===== src/rtl/ps2_kbd_rx.sv =====
// PS/2 keyboard receiver: synchronises the PS/2 lines, deserialises 11-bit
// frames, checks start/parity/stop and buffers good scan codes in a FIFO.
module ps2_kbd_rx #(
  parameter int unsigned DEPTH   = 8,
  parameter int unsigned TIMEOUT = 50000
) (
  input  logic       clk,
  input  logic       rst,
  input  logic       ps2_clk,
  input  logic       ps2_data,
  input  logic       nextdata_n,
  output logic [7:0] data,
  output logic       ready,
  output logic       overflow,
  output logic [7:0] err_cnt
);

  localparam int unsigned AW = (DEPTH > 1) ? $clog2(DEPTH) : 1;
  localparam int unsigned IW = (TIMEOUT > 1) ? $clog2(TIMEOUT) : 1;
  localparam logic [IW-1:0] IDLE_LIMIT = IW'(TIMEOUT - 1);

  logic [2:0]    ps2c_q;
  logic [1:0]    ps2d_q;
  logic [3:0]    cnt_q, cnt_d;
  logic [9:0]    shbuf_q, shbuf_d;
  logic [IW-1:0] idle_q, idle_d;
  logic [AW:0]   wptr_q, wptr_d;
  logic [AW:0]   rptr_q, rptr_d;
  logic          overflow_q, overflow_d;
  logic [7:0]    err_q, err_d;
  logic [7:0]    mem_q [DEPTH];

  logic fall, data_s, frame_good, frame_ok, frame_bad;
  logic empty, full, wr_en, pop;

  assign fall       = (ps2c_q[2:1] == 2'b10);
  assign data_s     = ps2d_q[1];
  assign frame_good = !shbuf_q[0] && data_s && (^shbuf_q[9:1]);

  assign empty = (wptr_q == rptr_q);
  assign full  = (wptr_q[AW] != rptr_q[AW]) && (wptr_q[AW-1:0] == rptr_q[AW-1:0]);
  assign wr_en = frame_ok && !full;
  assign pop   = !nextdata_n && !empty;

  assign ready    = !empty;
  assign data     = ready ? mem_q[rptr_q[AW-1:0]] : 8'h00;
  assign overflow = overflow_q;
  assign err_cnt  = err_q;

  always_comb begin
    cnt_d      = cnt_q;
    shbuf_d    = shbuf_q;
    idle_d     = idle_q;
    frame_ok   = 1'b0;
    frame_bad  = 1'b0;
    if (fall) begin
      idle_d = '0;
      if (cnt_q == 4'd10) begin
        cnt_d = '0;
        if (frame_good) frame_ok  = 1'b1;
        else            frame_bad = 1'b1;
      end else begin
        shbuf_d[cnt_q] = data_s;
        cnt_d          = cnt_q + 4'd1;
      end
    end else if (cnt_q != '0) begin
      // stalled partial frame is dropped silently; idle count only runs mid-frame
      if (idle_q == IDLE_LIMIT) begin
        cnt_d  = '0;
        idle_d = '0;
      end else begin
        idle_d = idle_q + IW'(1);
      end
    end else begin
      idle_d = '0;
    end
  end

  always_comb begin
    wptr_d     = wptr_q + (AW+1)'(wr_en);
    rptr_d     = rptr_q + (AW+1)'(pop);
    overflow_d = overflow_q | (frame_ok && full);
    err_d      = (frame_bad && err_q != 8'hFF) ? err_q + 8'd1 : err_q;
  end

  always_ff @(posedge clk or posedge rst) begin
    if (rst) begin
      ps2c_q     <= '1;
      ps2d_q     <= '1;
      cnt_q      <= '0;
      shbuf_q    <= '0;
      idle_q     <= '0;
      wptr_q     <= '0;
      rptr_q     <= '0;
      overflow_q <= 1'b0;
      err_q      <= '0;
    end else begin
      ps2c_q     <= {ps2c_q[1:0], ps2_clk};
      ps2d_q     <= {ps2d_q[0], ps2_data};
      cnt_q      <= cnt_d;
      shbuf_q    <= shbuf_d;
      idle_q     <= idle_d;
      wptr_q     <= wptr_d;
      rptr_q     <= rptr_d;
      overflow_q <= overflow_d;
      err_q      <= err_d;
    end
  end

  always_ff @(posedge clk) begin
    if (wr_en) mem_q[wptr_q[AW-1:0]] <= shbuf_q[8:1];
  end

endmodule


===== config.mk =====
export PLATFORM = sky130hd
export DESIGN_NAME = ps2_kbd_rx
export DESIGN_NICKNAME = d
export VERILOG_FILES = /design/src/rtl/ps2_kbd_rx.sv
export SDC_FILE = /design/constraint.sdc
export NUM_CORES = 1
export LEC_CHECK = 0
export CAP_MARGIN = 40
export CORE_AREA = 4 4 101 103
export DETAILED_ROUTE_END_ITERATION = 7
export DIE_AREA = 0 0 105 107
export PLACE_DENSITY = 0.74
export RECOVER_POWER = 25
export SLEW_MARGIN = 10
export SYNTH_ARGS = -nofsm -noshare
export SYNTH_HDL_FRONTEND = slang
export SYNTH_SLANG_ARGS = --single-unit

===== constraint.sdc =====
create_clock -name clk -period 2.5 [get_ports clk]
set_input_delay 0.625 -clock clk [delete_from_list [all_inputs] [get_ports clk]]
set_output_delay 0.625 -clock clk [all_outputs]
set_load 0.005 [all_outputs]

### Word level (Yosys, flattened, before mapping)

Memories as Yosys holds them, arrays and structs flattened.
Index checks and enable logic that the tools add are counted.

| storage, ports and cells | value |
|---|---|
| flip-flop bits (word level) | 52 |
| bits in writable memories | 64 |
| input bits | 5 |
| output and inout port bits | 18 |
| word-level logic and storage cells | 63 |
| memories kept | 1 |

| operators by class | value |
|---|---|
| $add $sub $neg | 5 |
| $lt $le $gt $ge | 2 |
| eq/ne operators | 7 |
| mux-type cells | 19 |
| bitwise operators | 2 |
| reduce and logical (&&, ||, !) cells | 18 |

Memories:

| memory | depth | bits a word | read ports | clocked after memory_dff | write ports | line | text |
|---|---|---|---|---|---|---|---|
| mem_q | 8 | 8 | 1 | 0 | 1 | 31 | `logic [7:0] mem_q [DEPTH];` |

Operators with widths:

| operator | number |
|---|---|
| $mux 16 | 3 |
| $add 16x1->16 const B | 1 |
| $eq 16x16->1 const B | 1 |
| $mux 4 | 4 |
| $bwmux 10 | 1 |
| $mux 1 | 9 |
| $reduce_xor 9->1 | 1 |
| $add 4x1->4 | 2 |
| $add 8x1->8 const B | 1 |
| $logic_and 1x1->1 | 8 |
| $mux 8 | 1 |
| $ne 8x8->1 const B | 1 |
| $lt 4x5->1 const B | 1 |
| $add 4x1->4 const B | 1 |
| $demux 1 s4 | 1 |
| $eq 4x4->1 | 1 |
| $eq 4x4->1 const B | 1 |
| $ge 4x1->1 const B | 1 |
| $logic_not 1->1 | 4 |
| $reduce_and 2->1 | 2 |
| $reduce_bool 2->1 | 2 |
| $reduce_bool 4->1 | 1 |
| $eq 3x3->1 | 1 |
| $eq 2x2->1 const B | 1 |
| other kinds (3) | 3 |

### Longest topological paths before layout

| logic depth | value |
|---|---|
| word-level depth | 9 |
| mapped depth | 8 |
| gate-level depth less buffers | 7 |

### Worst setup path before layout

No wires, ideal clock.

| path | value |
|---|---|
| path type | register to register |
| start point | register shbuf_q[2] |
| end point | memory mem_q[4][0] (enable) |
| setup time | 383 ps |
| data arrival time | 2302 ps |
| required time | 2117 ps |
| slack | -186 ps |
| cell stages (with the launch flop) | 7 |
| buffers on the path | 1 |
| period minus slack after synthesis | 2686 ps |
| cells stage by stage | dfrtp_1 -> xnor3_1 -> or3b_1 -> mux2i_1 -> buf_4 -> nand3_1 -> nor3_1 |

| on the way | value |
|---|---|
| longest elaborated chain between the ends | 8 |

Ends and longest elaborated chain:

| item | line | text |
|---|---|---|
| from (decl) | 25 | `logic [9:0] shbuf_q, shbuf_d;` |
| from (signal assigned) | 101 | `shbuf_q <= shbuf_d;` |
| $reduce_xor 9->1 | 38 | `assign frame_good = !shbuf_q[0] && data_s && (^shbuf_q[9:1]);` |
| $logic_and 1x1->1 | 38 |  |
| $mux 1 | 60 | `if (frame_good) frame_ok = 1'b1;` |
| $mux 1 | 58 | `if (cnt_q == 4'd10) begin` |
| $mux 1 | 56 | `if (fall) begin` |
| $logic_and 1x1->1 | 42 | `assign wr_en = frame_ok && !full;` |
| $mux 1 | 111 | `if (wr_en) mem_q[wptr_q[AW-1:0]] <= shbuf_q[8:1];` |
| $mux 1 (implied by the code) | 111 |  |
| to (decl) | 31 |  |

Every way passes these cells.

### Final worst setup path

| path | value |
|---|---|
| start point | register rptr_q[0] |
| end point | output data[5] |

| on the way | value |
|---|---|
| longest elaborated chain between the ends | 2 |
| elaborated cells on any way between the ends | 3 |
| classes of those cells | eq/ne (1); mux (1); memory (1) |

Ends and longest elaborated chain:

| item | line | text |
|---|---|---|
| from (decl) | 28 | `logic [AW:0] rptr_q, rptr_d;` |
| from (signal assigned) | 104 | `rptr_q <= rptr_d;` |
| $mem_v2 8x8 or $eq 4x4->1 (tied branches) | n/a |  |
| $mux 8 (*) | 46 | `assign data = ready ? mem_q[rptr_q[AW-1:0]] : 8'h00;` |
| to (decl) | 12 | `output logic [7:0] data,` |

Every way passes the cells marked *; elsewhere a longest branch is shown, timed or not.

==> flow_metrics.py <==
metrics = {
    "sta": {
        "finalHoldViolCount": 0,
        "skew_ns": 0.009740,
        "fin_ws_ns": -0.1835,
        "setup_viol_count_final": 8,
        "rsz0062_at_grt": "yes",
        "tightest_slew_ns": 1.275,
        "max_slew_margin": 0.1500,
        "fin_crit_ns": 2.684,
        "fin_crit_sh": 1.073,
        "drv_slew": 0,
        "clock.fmax_mhz": 372.6,
        "fin_setup_tns_ns": -1.136,
    },
    "logic_synthesis": {
        "synth_largest_area_cell": "edfxtp_1",
        "synth_edf_count": 64,
        "syn_area_sq_um": 4957,
        "ys_types": 44,
        "netlist_instances": 340,
        "synth_most_common_cell": "edfxtp_1",
        "synth_async_sr_flop_share": 0.4483,
        "synth_common_cells": "edfxtp_1, dfrtp_1, nor2_1, nand2_1, xor2_1",
        "avgSynthCellArea_sq_um": 14.58,
        "yosysTopAreaCellShare": 0.3877,
        "yosys_warnings": 0,
        "ys_top_cells_by_area": "edfxtp_1, dfrtp_1, mux4_2",
        "ys_ff_latch": 116,
        "seq_area_frac_synth": 0.6514,
        "mappedNetlistNets": 351,
        "synth_ff_type": "edfxtp_1",
    },
    "detailed_routing": {
        "routed_via_density": 5.492,
        "wl_um": 9468,
        "drtIter0Drc": 167,
        "wire_per_inst_um": 17.86,
        "dr.pass1.iters": 4,
        "vias": 2911,
        "drc_errors": 0,
        "postRouteAntennaNets": 0,
    },
    "cells_and_area": {
        "antenna_cells": 0,
        "drive_above_1_share": 0.2864,
        "utilization": 0.6697,
        "nets": 417,
        "design_area_sq_um": 6158,
        "area_growth_pct": 24.23,
    },
    "placed_design": {
        "place_area_sq_um": 5473,
        "dpl.hpwl_um": 5887,
        "portBuffers": 22,
        "gp_congestion": 0.7892,
    },
    "pwr": {
        "internal_power_mw": 4.749,
        "p_comb_frac": 0.288,
        "p_switching_mw": 1.825,
        "irDropWorstVdd_mv": 0.4835,
        "pwr-share-clk": 0.336,
        "power_frac_seq": 0.376,
        "p_per_area_nw_per_um2": 1068,
        "switching_share": 0.2776,
        "leakage_nw": 2.519,
    },
    "clocking": {
        "clockRootBuffer": "clkbuf_8",
        "cts_tree": "yes",
        "worstSkewPairLatency_ns": 0.50,
        "cts-buffers-inserted": 17,
        "h-tree-depth": 4,
        "path_clk_slew_ns": 0.05,
        "cts.path.max_buffers": 2,
        "holdBufCountCts": 0,
        "clkSinkCount": 116,
    },
    "hold_path": {
        "hold_class": "reg -> reg",
        "holdPathStages": 0,
        "whs_endpoint": "ps2d_q[1]",
        "worstHoldStart": "ps2d_q[0]",
    },
    "grt": {
        "grt_usage": 0.1837,
        "antenna_found_initial": 0,
        "grt_pass1_wl_um": 15860,
        "grt_pass1_vias": 3020,
        "grt_max_degree": 53,
        "gr-total-overflow": 0,
    },
    "die": {
        "fp-row-count": 35,
        "core_area_sq_um": 9196,
        "pin_count": 23,
        "dieArea_sq_um": 11240,
        "die_x_um": 105,
        "fp.dieH_um": 107,
        "start_util": 0.5390,
    },
    "flow_run": {
        "maxCapViolations": 0,
    },
    "setup_path": {
        "r2r_cells": 6,
        "rrSetupSlack_ns": 0.10,
        "worstReg2RegEnd": "mem_q[7][2]",
        "end_kind": "primary output",
        "worstReg2RegStart": "shbuf_q[2]",
        "start_kind": "register",
        "crit_type": "reg -> out",
        "crit_required_ns": 1.88,
        "critPathLaunch": "rptr_q[0]",
        "critPathMaxFanout": 5,
        "crit_arrival_ns": 2.06,
    },
    "run_status": {
        "violations": "setup timing",
        "outcome": "finished, violations left",
    },
}
layer usage:
layer	routed length [um]	up-vias	GRT usage
met5	0	-	0
met1	3925	1454	0.2206
li1	-	1383	-
met3	422	6	0.04937
met2	5050	68	0.3300
met4	70	0	0.04499
kinds of logic after synthesis:
| logic type | Yosys count | share of synthesized area |
|---|---|---|
| adders and majority gates | 6 | 0.01514 |
| AOI/OAI and AO/OA | 11 | 0.01439 |
| xor gates and xnor gates | 32 | 0.06209 |
| buffers and inverters | 19 | 0.01565 |
| muxes | 38 | 0.1219 |
| DFF | 116 | 0.6514 |
| and+or+nand+nor | 118 | 0.1194 |
stage by stage:
step	setup WS [ns]	power, mW	hold WS [ns]	std cells
finish	-0.1835	6.574	0.3587	530
global route	-0.2947	6.916	0.3635	530
CTS	-0.2536	6.643	0.3578	530
detailed placement	0.1144	4.196	0.3476	484
global placement	0.1697	4.130	0.3460	484
floorplan	0.02166	3.584	0.3452	340
worst max-delay path, cell delays in order, from the launching register on:
cell and delay (ns):
dfrtp_2 0.39, buf_6 0.12, buf_4 0.17, mux4_2 0.53, mux2i_1 0.17, nor2_1 0.06, buf_2 0.12
sequential cells by signal (all words and copies together), names as in the netlist:
name and flops:
mem_q 64, idle_q 16, shbuf_q 10, err_cnt 8, cnt_q 4, rptr_q 4
wptr_q 4, ps2c_q 3, ps2d_q 2, overflow 1
area by class of cell:
type | instances | area (sq um)
fill | 632 | 3038
timing repair buffer | 59 | 519.2
inverter | 7 | 26.28
tap | 111 | 138.9
clock inverter | 11 | 111.4
clock buffer | 21 | 439.2
sequential | 116 | 3232
multi-input combinational | 205 | 1692
how the worst max path moves through the flow:
stage             endpoint  slack [ns]  cells past startpoint
6_report           data[5]       -0.18                      6
5_1_grt            data[3]       -0.29                      7
4_1_cts            data[5]       -0.25                      8
3_5_place_dp       data[5]        0.11                      5
3_3_place_gp       data[5]        0.17                      5
2_1_floorplan  mem_q[5][0]        0.02                      6
power by group through the flow:
stage               combinational, mW  clock (mW)  sequential, mW
finish                           1.90        2.21            2.47
global route                     2.07        2.34            2.50
CTS                              1.94        2.24            2.47
detailed placement               1.70           0            2.49
global placement                 1.65           0            2.48
floorplan                        1.11           0            2.47
cell usage in the layout (no fill, tap or decap), types with 3 or more instances in the layout:
cell | synthesis | final
nand4_1 | 5 | 5
inv_1 | 7 | 5
nor2_1 | 39 | 39
nand2_1 | 21 | 21
buf_4 | 1 | 27
dfstp_2 | 5 | 4
xnor2_1 | 9 | 9
clkdlybuf4s50_1 | 0 | 10
buf_2 | 2 | 8
nand2b_1 | 4 | 4
o21ai_0 | 3 | 3
mux4_2 | 16 | 16
and3_1 | 5 | 5
nor3_1 | 7 | 5
nor4_1 | 5 | 5
dfrtp_1 | 47 | 45
mux2_2 | 11 | 11
nand3_1 | 16 | 16
xor2_1 | 21 | 20
edfxtp_1 | 64 | 64
nor2b_1 | 4 | 4
ha_1 | 6 | 6
nor3_2 | 1 | 3
clkinv_2 | 0 | 6
clkbuf_1 | 8 | 3
mux2i_1 | 9 | 8
dlygate4sd3_1 | 0 | 3
buf_6 | 0 | 7
clkbuf_16 | 0 | 16
repair_timing:
| action | 4_1_cts | 5_1_grt |
|---|---|---|
| setup buffers | 11 | 2 |
| pin swaps | 4 | 5 |
| cloned | 3 | 0 |
| gates resized for setup | 52 | 4 |
| endpoints found under the setup margin | 9 | 41 |
No activity file was read; power rests on OpenSTA's default activity.
